<file path="config.mk">
export PLATFORM = sky130hd
export DESIGN_NAME = rsa_xcel_mont_modexp_sched
export DESIGN_NICKNAME = d
export VERILOG_FILES = /design/src/rtl/rsa_xcel_mont_modexp_sched.sv
export SDC_FILE = /design/constraint.sdc
export NUM_CORES = 1
export LEC_CHECK = 0
export BUFFER_PORTS_ARGS = -buffer_cell sky130_fd_sc_hd__buf_4
export CAP_MARGIN = 25
export CORE_AREA = 2 2 267 269
export DETAILED_ROUTE_END_ITERATION = 8
export DIE_AREA = 0 0 269 271
export HOLD_SLACK_MARGIN = 0.06
export PLACE_DENSITY = 0.34
export SKIP_LAST_GASP = 1
export SYNTH_ARGS = -nofsm -noshare
export SYNTH_HDL_FRONTEND = slang
export SYNTH_SLANG_ARGS = --single-unit
</file>
<file path="constraint.sdc">
create_clock -name clk -period 3.14 [get_ports clk]
set_input_delay 0.471 -clock clk [delete_from_list [all_inputs] [get_ports clk]]
set_output_delay 0.471 -clock clk [all_outputs]
set_load 0.01 [all_outputs]
</file>
<file path="src/rtl/rsa_xcel_mont_modexp_sched.sv">
// rtl/rsa_xcel_mont_modexp_sched.sv - round-robin scheduler sharing one modexp unit among NREQ requesters
module rsa_xcel_mont_modexp_sched #(
    parameter  int NREQ = 4,
    localparam int GW   = (NREQ > 1) ? $clog2(NREQ) : 1
) (
    input  logic               clk,
    input  logic               reset,
    input  logic [NREQ*96-1:0] req_msg,
    input  logic [NREQ-1:0]    req_val,
    output logic [NREQ-1:0]    req_rdy,
    output logic [NREQ*32-1:0] resp_msg,
    output logic [NREQ-1:0]    resp_val,
    input  logic [NREQ-1:0]    resp_rdy,
    output logic [95:0]        mx_istream_msg,
    output logic               mx_istream_val,
    input  logic               mx_istream_rdy,
    input  logic [31:0]        mx_ostream_msg,
    input  logic               mx_ostream_val,
    output logic               mx_ostream_rdy,
    output logic [GW-1:0]      owner,
    output logic               busy,
    output logic [15:0]        done_count
);

    typedef enum logic [1:0] {
        IDLE = 2'd0,
        SEND = 2'd1,
        WAIT = 2'd2,
        RESP = 2'd3
    } state_t;

    state_t        state_q, state_d;
    logic [GW-1:0] rr_ptr_q, rr_ptr_d;
    logic [GW-1:0] owner_q, owner_d;
    logic [95:0]   msg_q, msg_d;
    logic [31:0]   res_q, res_d;
    logic [15:0]   done_q, done_d;

    logic          grant_any;
    logic [GW-1:0] grant_idx;
    logic [GW-1:0] grant_next;

    // First valid requester at or after rr_ptr, wrapping modulo NREQ.
    always_comb begin
        grant_any = 1'b0;
        grant_idx = '0;
        for (int i = 0; i < NREQ; i++) begin
            int idx;
            idx = int'(rr_ptr_q) + i;
            if (idx >= NREQ) begin
                idx = idx - NREQ;
            end
            if (!grant_any && req_val[idx]) begin
                grant_any = 1'b1;
                grant_idx = GW'(idx);
            end
        end
        grant_next = (int'(grant_idx) == NREQ - 1) ? '0 : grant_idx + GW'(1);
    end

    // Next-state and handshake logic; rr_ptr only moves when a grant actually fires.
    always_comb begin
        state_d        = state_q;
        rr_ptr_d       = rr_ptr_q;
        owner_d        = owner_q;
        msg_d          = msg_q;
        res_d          = res_q;
        done_d         = done_q;
        req_rdy        = '0;
        resp_val       = '0;
        mx_istream_val = 1'b0;
        mx_ostream_rdy = 1'b0;
        case (state_q)
            IDLE: begin
                if (grant_any) begin
                    req_rdy[grant_idx] = 1'b1;
                    msg_d              = req_msg[96*grant_idx +: 96];
                    owner_d            = grant_idx;
                    rr_ptr_d           = grant_next;
                    state_d            = SEND;
                end
            end
            SEND: begin
                mx_istream_val = 1'b1;
                if (mx_istream_rdy) begin
                    state_d = WAIT;
                end
            end
            WAIT: begin
                mx_ostream_rdy = 1'b1;
                if (mx_ostream_val) begin
                    res_d   = mx_ostream_msg;
                    state_d = RESP;
                end
            end
            RESP: begin
                resp_val[owner_q] = 1'b1;
                if (resp_rdy[owner_q]) begin
                    done_d  = done_q + 16'd1;
                    state_d = IDLE;
                end
            end
            default: state_d = IDLE;
        endcase
    end

    // Response data is steered only to the owning port; every other slice reads zero.
    always_comb begin
        resp_msg = '0;
        if (state_q == RESP) begin
            resp_msg[32*owner_q +: 32] = res_q;
        end
    end

    assign mx_istream_msg = (state_q == SEND) ? msg_q : '0;
    assign owner          = owner_q;
    assign busy           = (state_q != IDLE);
    assign done_count     = done_q;

    // State registers; reset abandons any in-flight transaction.
    always_ff @(posedge clk or negedge reset) begin
        if (!reset) begin
            state_q  <= IDLE;
            rr_ptr_q <= '0;
            owner_q  <= '0;
            msg_q    <= '0;
            res_q    <= '0;
            done_q   <= '0;
        end else begin
            state_q  <= state_d;
            rr_ptr_q <= rr_ptr_d;
            owner_q  <= owner_d;
            msg_q    <= msg_d;
            res_q    <= res_d;
            done_q   <= done_d;
        end
    end

endmodule

</file>
======== Word level (Yosys, flattened, before mapping) ========
Cells that the tools add are included.
W data, S select, Z words.
word-level totals
  bits in registers ....................... 150
  input port bits ......................... 428
operators by class
  $add $sub $neg .......................... 10
  multipliers ............................. 1
  $lt $le $gt $ge ......................... 12
  equality and inequality tests ........... 8
  shifts and indexed selects .............. 3
  mux-type cells .......................... 43
  bitwise logic cells ..................... 1
  reductions and logical operators ........ 14
operators by type and width
  cell                         count
  $shiftx A384 B10 Y96         1
  $and A128 B128 Y128          1
  $lt A32 B4 Y1 const B        4
  $mux W128                    1
  $mux W32                     4
  $shift A32 B34 Y128 const A  1
  $shiftx A32 B34 Y128         1
  $mux W96                     1
  $neg A7 Y34                  1
  $mux W2                      9
  $mux W1                      17
  $add A16 B1 Y16 const B      1
  $mux W4                      3
  $sub A3 B3 Y4 const B        3
  $bmux W1 S2                  5
  $ge A3 B3 Y1 const B         3
  $ne A2 B2 Y1 const B         4
  $pmux W2 S4                  1
  $add A2 B2 Y3 const B        2
  $lt A2 B3 Y1 const B         2
  $reduce_and A2 Y1            3
  $logic_and A1 B1 Y1          5
  $demux W1 S2                 2
  $eq A2 B1 Y1 const B         2
  11 further kinds             15

======== Longest topological paths before layout ========
Gate-level depths: netlist (run 1).
  depth after elaboration ................. 21
  depth in mapped cells ................... 10
  gate-level depth less buffers ........... 7

======== Worst setup path before layout (run 1) ========
No wires, ideal clock.
  path type ............................... register to output
  start point ............................. register owner_q[0], in the netlist owner[0]
  end point ............................... output resp_msg[100]
  data arrival time ....................... 1,854 ps
  required time ........................... 2,669 ps
  setup slack ............................. 815 ps
  stages on the path, launching flop included .. 6
  path buffers ............................ 1
  cells stage by stage .................... dfrtp_1 inv_1 ha_1 nor4b_1 clkbuf_1 and2_1
between the ends
  cells in the longest elaborated chain, start to end .. 4
  elaborated cells on any way between the ends .. 5
RTL lines
  item                                                         line  text
  start: declaration                                           34    logic [GW-1:0] owner_q, owner_d;
  start signal: assignment                                     132   owner_q <= owner_d;
  $neg A7 Y34 (*)                                              111   resp_msg[32*owner_q +: 32] = res_q;
  $shiftx A32 B34 Y128 or $shift A32 B34 Y128 (tied branches)  111
  $and A128 B128 Y128 (no source line) (*)                     -
  $mux W128 (*)                                                110   if (state_q == RESP) begin
  end: declaration                                             11    output logic [NREQ*32-1:0] resp_msg,
Every way passes the cells marked *; elsewhere a longest branch is shown, timed or not.

======== Worst setup path in the final report (run 1) ========
  start point ............................. register owner_q[1], in the netlist owner[1]
  end point ............................... output resp_msg[5]
The elaborated chain is that of the path after synthesis.

==> results of run 1 <==
## report_power, final
part	internal [W]	total (W)	leakage [nW]	switching, W
clock network	0.00126	0.00227	0.290	0.00101
logic	0.00310	0.00658	6.34	0.00348
registers	0.00284	0.00347	1.85	0.000628
total	0.00720	0.0123	8.48	0.00511
## routing by layer
metal | share of wire | global-route usage
met5 | 0 | 0
met4 | 0.015 | 0.0357
met3 | 0.074 | 0.0447
met2 | 0.53 | 0.249
met1 | 0.38 | 0.144
## flip-flops by register name (all words and copies together) (netlist names)
| name | cells |
|---|---|
| msg_q | 96 |
| rr_ptr_q | 2 |
| state_q | 2 |
| owner | 2 |
| done_count | 16 |
| res_q | 32 |
## placed cells by master, fill, tap and decap left out, types with 2 or more instances in the layout
cell        netlist  routed
nand3_1           3       3
nand2_1         113     112
and2_1          230     230
o221ai_1         76      76
inv_6             0       3
clkbuf_16         0      17
clkinv_2          0       2
inv_1             9       9
buf_12            0      11
mux2i_1         192     192
clkinv_4          0       2
nor2b_1           2       2
buf_4             3     695
bufinv_16         0       3
o21ai_0           3       3
nor3_1            2       2
nand4_1           7       7
mux2_2           32      32
clkinvlp_4        0       2
clkbuf_1         43       2
dfrtp_1         150     150
a21oi_1           4       4
ha_1             11      10
nand2b_1          4       3
and3_1            7       7
nand2b_4          1       2
xnor2_1          14      14
o221ai_2         21      21
nor2_1            7       6
## logic make-up (layout without fill, tap and decap cells)
logic type      after synthesis  count (layout)
simple gates                380             380
mux                         225             225
flops                       150             150
compound gates              108             108
buf+inv                      89             749
xor+xnor                     15              15
fa+ha+maj                    11              11
other cells                   0               1
## worst reg2reg max path, cell delays in order (launching register included)
cell      delay (ns)
dfrtp_1         0.41
nand2b_1        0.17
a21oi_1         0.20
a211o_4         0.37
buf_12          0.28
buf_4           0.40
mux2i_1         0.26
o221ai_1        0.15
## how the worst min path moves through the flow
stage	slack, ns	to	depth (start not counted)	from
6_report	0.22	res_q[20]	2	mx_ostream_msg[20]
3_5_place_dp	0.46	msg_q[73]	2	msg_q[73]
3_3_place_gp	0.46	msg_q[92]	2	msg_q[92]
4_1_cts	0.17	res_q[20]	2	mx_ostream_msg[20]
5_1_grt	0.18	res_q[16]	2	mx_ostream_msg[16]
2_1_floorplan	0.18	done_count[0]	0	reset
## area by class of cell
class	count	area [um^2]	share of cell area
multi-input cells	739	5770	0.343
repair buffers	708	5460	0.325
flip-flops and latches	150	3750	0.223
well taps	940	1180	0.0700
clock buffers	19	433	0.0258
clock inverters	13	170	0.0101
inverters	9	33.8	0.00201
diodes	1	2.50	0.000149
## per-stage QoR
step	hold slack [ns]	worst slack (ns)	util	total power [W]
finish	0.222	0.318	0.241	0.0123
global route	0.183	0.101	0.241	0.0133
CTS	0.167	0.130	0.241	0.0126
detailed placement	0.463	0.585	0.232	0.0103
global placement	0.462	0.614	0.232	0.0102
floorplan	0.175	0.815	-	0.00729
## timing repair
action / CTS / global route
hold endpoints to repair: 55 / 0
gates resized for setup: 0 / 1
setup buffers: 0 / 0
hold buffers: 1 / 0
endpoints found under the setup margin: 0 / 1
==> results.json, run 1 <==
{
  "crit_path_max_incr_delay_ns": 0.48,
  "post_synth_and_or_nand_nor_area_fraction": 0.209,
  "worst_slew_pin_slew_ns": 0.758,
  "min_period_ns": 2.82,
  "hold_class": "in2reg",
  "peakVddDrop_mv": 0.295,
  "ff2ff_setup_slack_ns": 0.77,
  "rsz0062_at_grt": "false",
  "place.detailed.instances": 2545,
  "cts_root_buf": "clkbuf_16",
  "synth_mux_area_frac": 0.231,
  "antenna_left": 0,
  "critical_register_to_register_path_endpoint": "msg_q[41]",
  "worstSetupEndpoint": "resp_msg[5]",
  "num_rows": 97,
  "drt_pass1_iterations": 4,
  "synth_top_cells_by_count": "and2_1, mux2i_1, dfrtp_1, nand2_1, o221ai_1",
  "setup_tns_ns": 0,
  "final_layout_size_suffix_gt1_frac": 0.488,
  "fraction_of_the_mapped_netlist_area_in_compound_gates": 0.107,
  "cts_buffers": 17,
  "post_detailed_placement_half_perimeter_wirelength_um": 38900,
  "syn_avg_cell_area_um2": 10.2,
  "grt_pass1_vias": 10613,
  "fin_worst_skew_ns": 0.0125,
  "synth_edf_count": 0,
  "cts-root-to-sink-buffers": 2,
  "number_of_antenna_violations_at_the_first_check_in_global_routing": 0,
  "drc_errors": 0,
  "buffer_ports.inserted": 680,
  "finalCritPeriodShare": 0.899,
  "cts_htree_levels": 4,
  "place_area_mm2": 0.0162,
  "slew_headroom": 0.495,
  "stdcell_count": 2579,
  "worstSetupStartpointType": "flip-flop",
  "clock-sinks": 150,
  "drt-initial-drc-count": 309,
  "ioPinCount": 681,
  "grt_max_degree": 66,
  "post-synth-top-area-cell": "dfrtp_1",
  "synth_top_flop_cell": "dfrtp_1",
  "timing.rr.start": "rr_ptr_q[0]",
  "timing.critical_path.mode_cell": "buf_4",
  "die-height_um": 271,
  "synth_cells": 978,
  "cpLargestDelayFamily": "buffers and inverters",
  "initial_utilization": 0.143,
  "max_cap_violations": 0,
  "maxClockFrequency_ghz": 0.354,
  "yosysMostFrequentCell": "and2_1",
  "synth_async_sr_flop_share": 1.00,
  "cp_cell_sequence": "inv_1, ha_1, nor2_1, and3_1, buf_4, and2_1, buf_4",
  "worst-path-buf-inv": 3,
  "synth_largest_type_area_fraction": 0.376,
  "startpoint": "owner[1]",
  "crit_type": "reg2out",
  "postLayoutCellArea_mm2": 0.0168,
  "synth-seq-cells": 150,
  "vias_per_cell": 3.90,
  "synth_adder_area_share": 0.0138,
  "final-hold-violation-count": 0,
  "layout.filler_cells": 7662,
  "worst-r2r-cell-count": 7,
  "netlist_area_before_placement_mm2": 0.00998,
  "die_area_mm2": 0.0729,
  "die_w_um": 269,
  "synth.lib_cells_used.distinct": 35,
  "critPathArrivalTime_ns": 2.35,
  "syn_to_final_growth_pct": 68.3,
  "levels_on_crit_path": 7,
  "timing.critical_path.required_ns": 2.67,
  "synth.yosys.warnings": 0,
  "post_synth_main_area_contributors": "dfrtp_1, mux2i_1, and2_1",
  "grt_first_pass_wirelength_um": 71500,
  "setup_violations": 0,
  "dr_total_vias": 10056,
  "grt.total_usage": 0.135,
  "clock_insertion_delay_worst_skew_ns": 0.48,
  "cellLeakagePower_nw": 8.48,
  "crit_path_max_fanout": 32,
  "synth_seq_area_share": 0.376,
  "wl_per_cell_um": 19.5,
  "fp.coreArea_mm2": 0.0698,
  "cts_tree": "yes",
  "worst_setup_path_end_kind": "output pin",
  "routabilityCongestion": 0.818,
  "power-per-cell-area_mw_per_mm2": 733,
  "status": "finished clean",
  "timing_max_transition_violations_final": 0,
  "grt.overflow.total": 0,
  "clkSlewWorstSetupHoldPaths_ns": 0.07,
  "drt-total-wl_um": 50300,
  "slowest_stage": "dfrtp_1",
  "synth_top_family_by_area": "multiplexers",
  "synth_xor_xnor_area_share": 0.0132,
  "synth.net_count": 1417,
  "final_net_count": 2064
}
(Power assumes the default switching activity.)
==> run 2, diff against run 1 <==
==> constraint.sdc (replaced) <==
create_clock -name clk -period 3.4 [get_ports clk]
set_input_delay 0.51 -clock clk [delete_from_list [all_inputs] [get_ports clk]]
set_output_delay 0.51 -clock clk [all_outputs]
set_load 0.05 [all_outputs]
==> run 2 against run 1 <==
  * Wire length down 0.58%
  * Non-clock buffer count down 1
  * Clock skew up 0.0074 ns
  * Largest cell class unchanged
  * Global-route usage down 0.091 points
==> results.json, run 2 (synthesis gave the netlist of run 1 again) <==
{
  "status": "finished clean",
  "grt_pass1_vias": 10487,
  "holdPathStages": 2,
  "die_w_um": 269,
  "worst_slew_pin_slew_ns": 0.759,
  "setup_violations": 0,
  "buffer_ports.inserted": 680,
  "cts_tree": "yes",
  "max_cap_violations": 0,
  "antenna_left": 0,
  "fp.coreArea_mm2": 0.0698,
  "routabilityCongestion": 0.784,
  "critPathArrivalTime_ns": 2.55,
  "wl_per_cell_um": 19.4,
  "worst-r2r-cell-count": 7,
  "syn_to_final_growth_pct": 68.4,
  "postCtsSetupBuffers": 0,
  "number_of_antenna_violations_at_the_first_check_in_global_routing": 1,
  "post_detailed_placement_half_perimeter_wirelength_um": 38600,
  "largest_register": "msg_q",
  "min_period_ns": 3.06,
  "final_net_count": 2063,
  "slew_headroom": 0.494,
  "clock-sinks": 150,
  "largest_reg_flops": 96,
  "drt-initial-drc-count": 329,
  "rsz0062_at_grt": "false",
  "final-hold-violation-count": 0,
  "setup_tns_ns": 0,
  "cts_buffers": 17,
  "die-height_um": 271,
  "hold_path_startpoint": "mx_ostream_msg[30]",
  "drt_pass1_iterations": 4,
  "timing_max_transition_violations_final": 0,
  "initial_utilization": 0.143,
  "cts_resized": 0,
  "worstHoldEndpoint": "res_q[30]",
  "clock_insertion_delay_worst_skew_ns": 0.49,
  "ioPinCount": 681,
  "grt.overflow.total": 0,
  "dr_total_vias": 10004,
  "num_rows": 97,
  "cts_htree_levels": 4,
  "worstSetupStartpointType": "flip-flop",
  "die_area_mm2": 0.0729,
  "vias_per_cell": 3.88,
  "drc_errors": 0,
  "cellLeakagePower_nw": 8.48,
  "worst_setup_path_end_kind": "output pin",
  "final_common_cell": "buf_4",
  "final_layout_size_suffix_gt1_frac": 0.488,
  "cts_root_buf": "clkbuf_16",
  "crit_path_max_fanout": 8,
  "ff2ff_setup_slack_ns": 0.95,
  "post_layout_util": 0.241,
  "cts-root-to-sink-buffers": 2,
  "grt_first_pass_wirelength_um": 71000,
  "grt_max_degree": 99,
  "maxClockFrequency_ghz": 0.327,
  "layout.cells.most_common_list": "buf_4, and2_1, mux2i_1, dfrtp_1, nand2_1",
  "power-per-cell-area_mw_per_mm2": 774,
  "clkSlewWorstSetupHoldPaths_ns": 0.07,
  "post-layout-total-power_w": 0.0130,
  "fin_worst_skew_ns": 0.0199,
  "hold_class": "in2reg",
  "grt.total_usage": 0.134,
  "drt-total-wl_um": 50000,
  "peakVddDrop_mv": 0.305,
  "timing.critical_path.required_ns": 2.89,
  "critical_register_to_register_path_endpoint": "msg_q[69]",
  "timing.rr.start": "rr_ptr_q[0]",
  "finalCritPeriodShare": 0.901,
  "crit_type": "reg2out"
}
run 2: metal layers:
layer	vias up	global-route usage	routed length (um)
met5	-	0	0
met4	0	0.0393	736
met3	30	0.0411	3750
met2	401	0.248	27000
met1	4805	0.143	18600
li1	4768	-	-
run 2: how the worst max path moves through the flow:
stage / start / end / slack [ns] / cells past startpoint
final: state_q[1] / req_rdy[1] / 0.34 / 7
after global routing: state_q[1] / req_rdy[1] / 0.12 / 7
after CTS: state_q[1] / req_rdy[1] / 0.26 / 7
after detailed placement: req_val[3] / msg_q[51] / 0.74 / 6
after global placement: req_val[1] / msg_q[74] / 0.85 / 8
after floorplan: owner[0] / resp_msg[100] / 0.30 / 5
run 2: area by class of cell:
class                   count  area, um^2
well taps                 940        1180
fillers                  7655       53000
inverters                   9        33.8
multi-input cells         739        5770
repair buffers            707        5430
flip-flops and latches    150        3750
diodes                      1        2.50
clock buffers              19         453
clock inverters            13         191
run 2: where the power goes:
| group | switching (W) | internal (W) | total, W | leakage [nW] |
|---|---|---|---|---|
| sequential | 0.000578 | 0.00262 | 0.00320 | 1.85 |
| clock | 0.000914 | 0.00128 | 0.00219 | 0.312 |
| combinational | 0.00476 | 0.00286 | 0.00762 | 6.32 |
run 2: critical path, cell delays in order, from the launching register on:
cell      delay [ns]
dfrtp_1         0.40
inv_1           0.13
ha_1            0.29
inv_1           0.09
nor2_1          0.56
nand2b_4        0.15
nor2_1          0.19
buf_4           0.24
run 2: repair_timing:
| action | 4_1_cts | 5_1_grt |
|---|---|---|
| hold endpoints to repair | 23 | 0 |
| endpoints found under the setup margin | 0 | 0 |
| hold buffers | 1 | 0 |
run 2: per-stage QoR:
step | std cells | instance area [um^2] | hold slack [ns] | setup WS [ns]
finish | 2578 | 16800 | 0.245 | 0.337
CTS | 2577 | 16800 | 0.195 | 0.263
global placement | 2544 | 16100 | 0.463 | 0.849
global route | 2578 | 16800 | 0.214 | 0.116
floorplan | 978 | 9980 | 0.214 | 0.296
detailed placement | 2544 | 16100 | 0.465 | 0.745
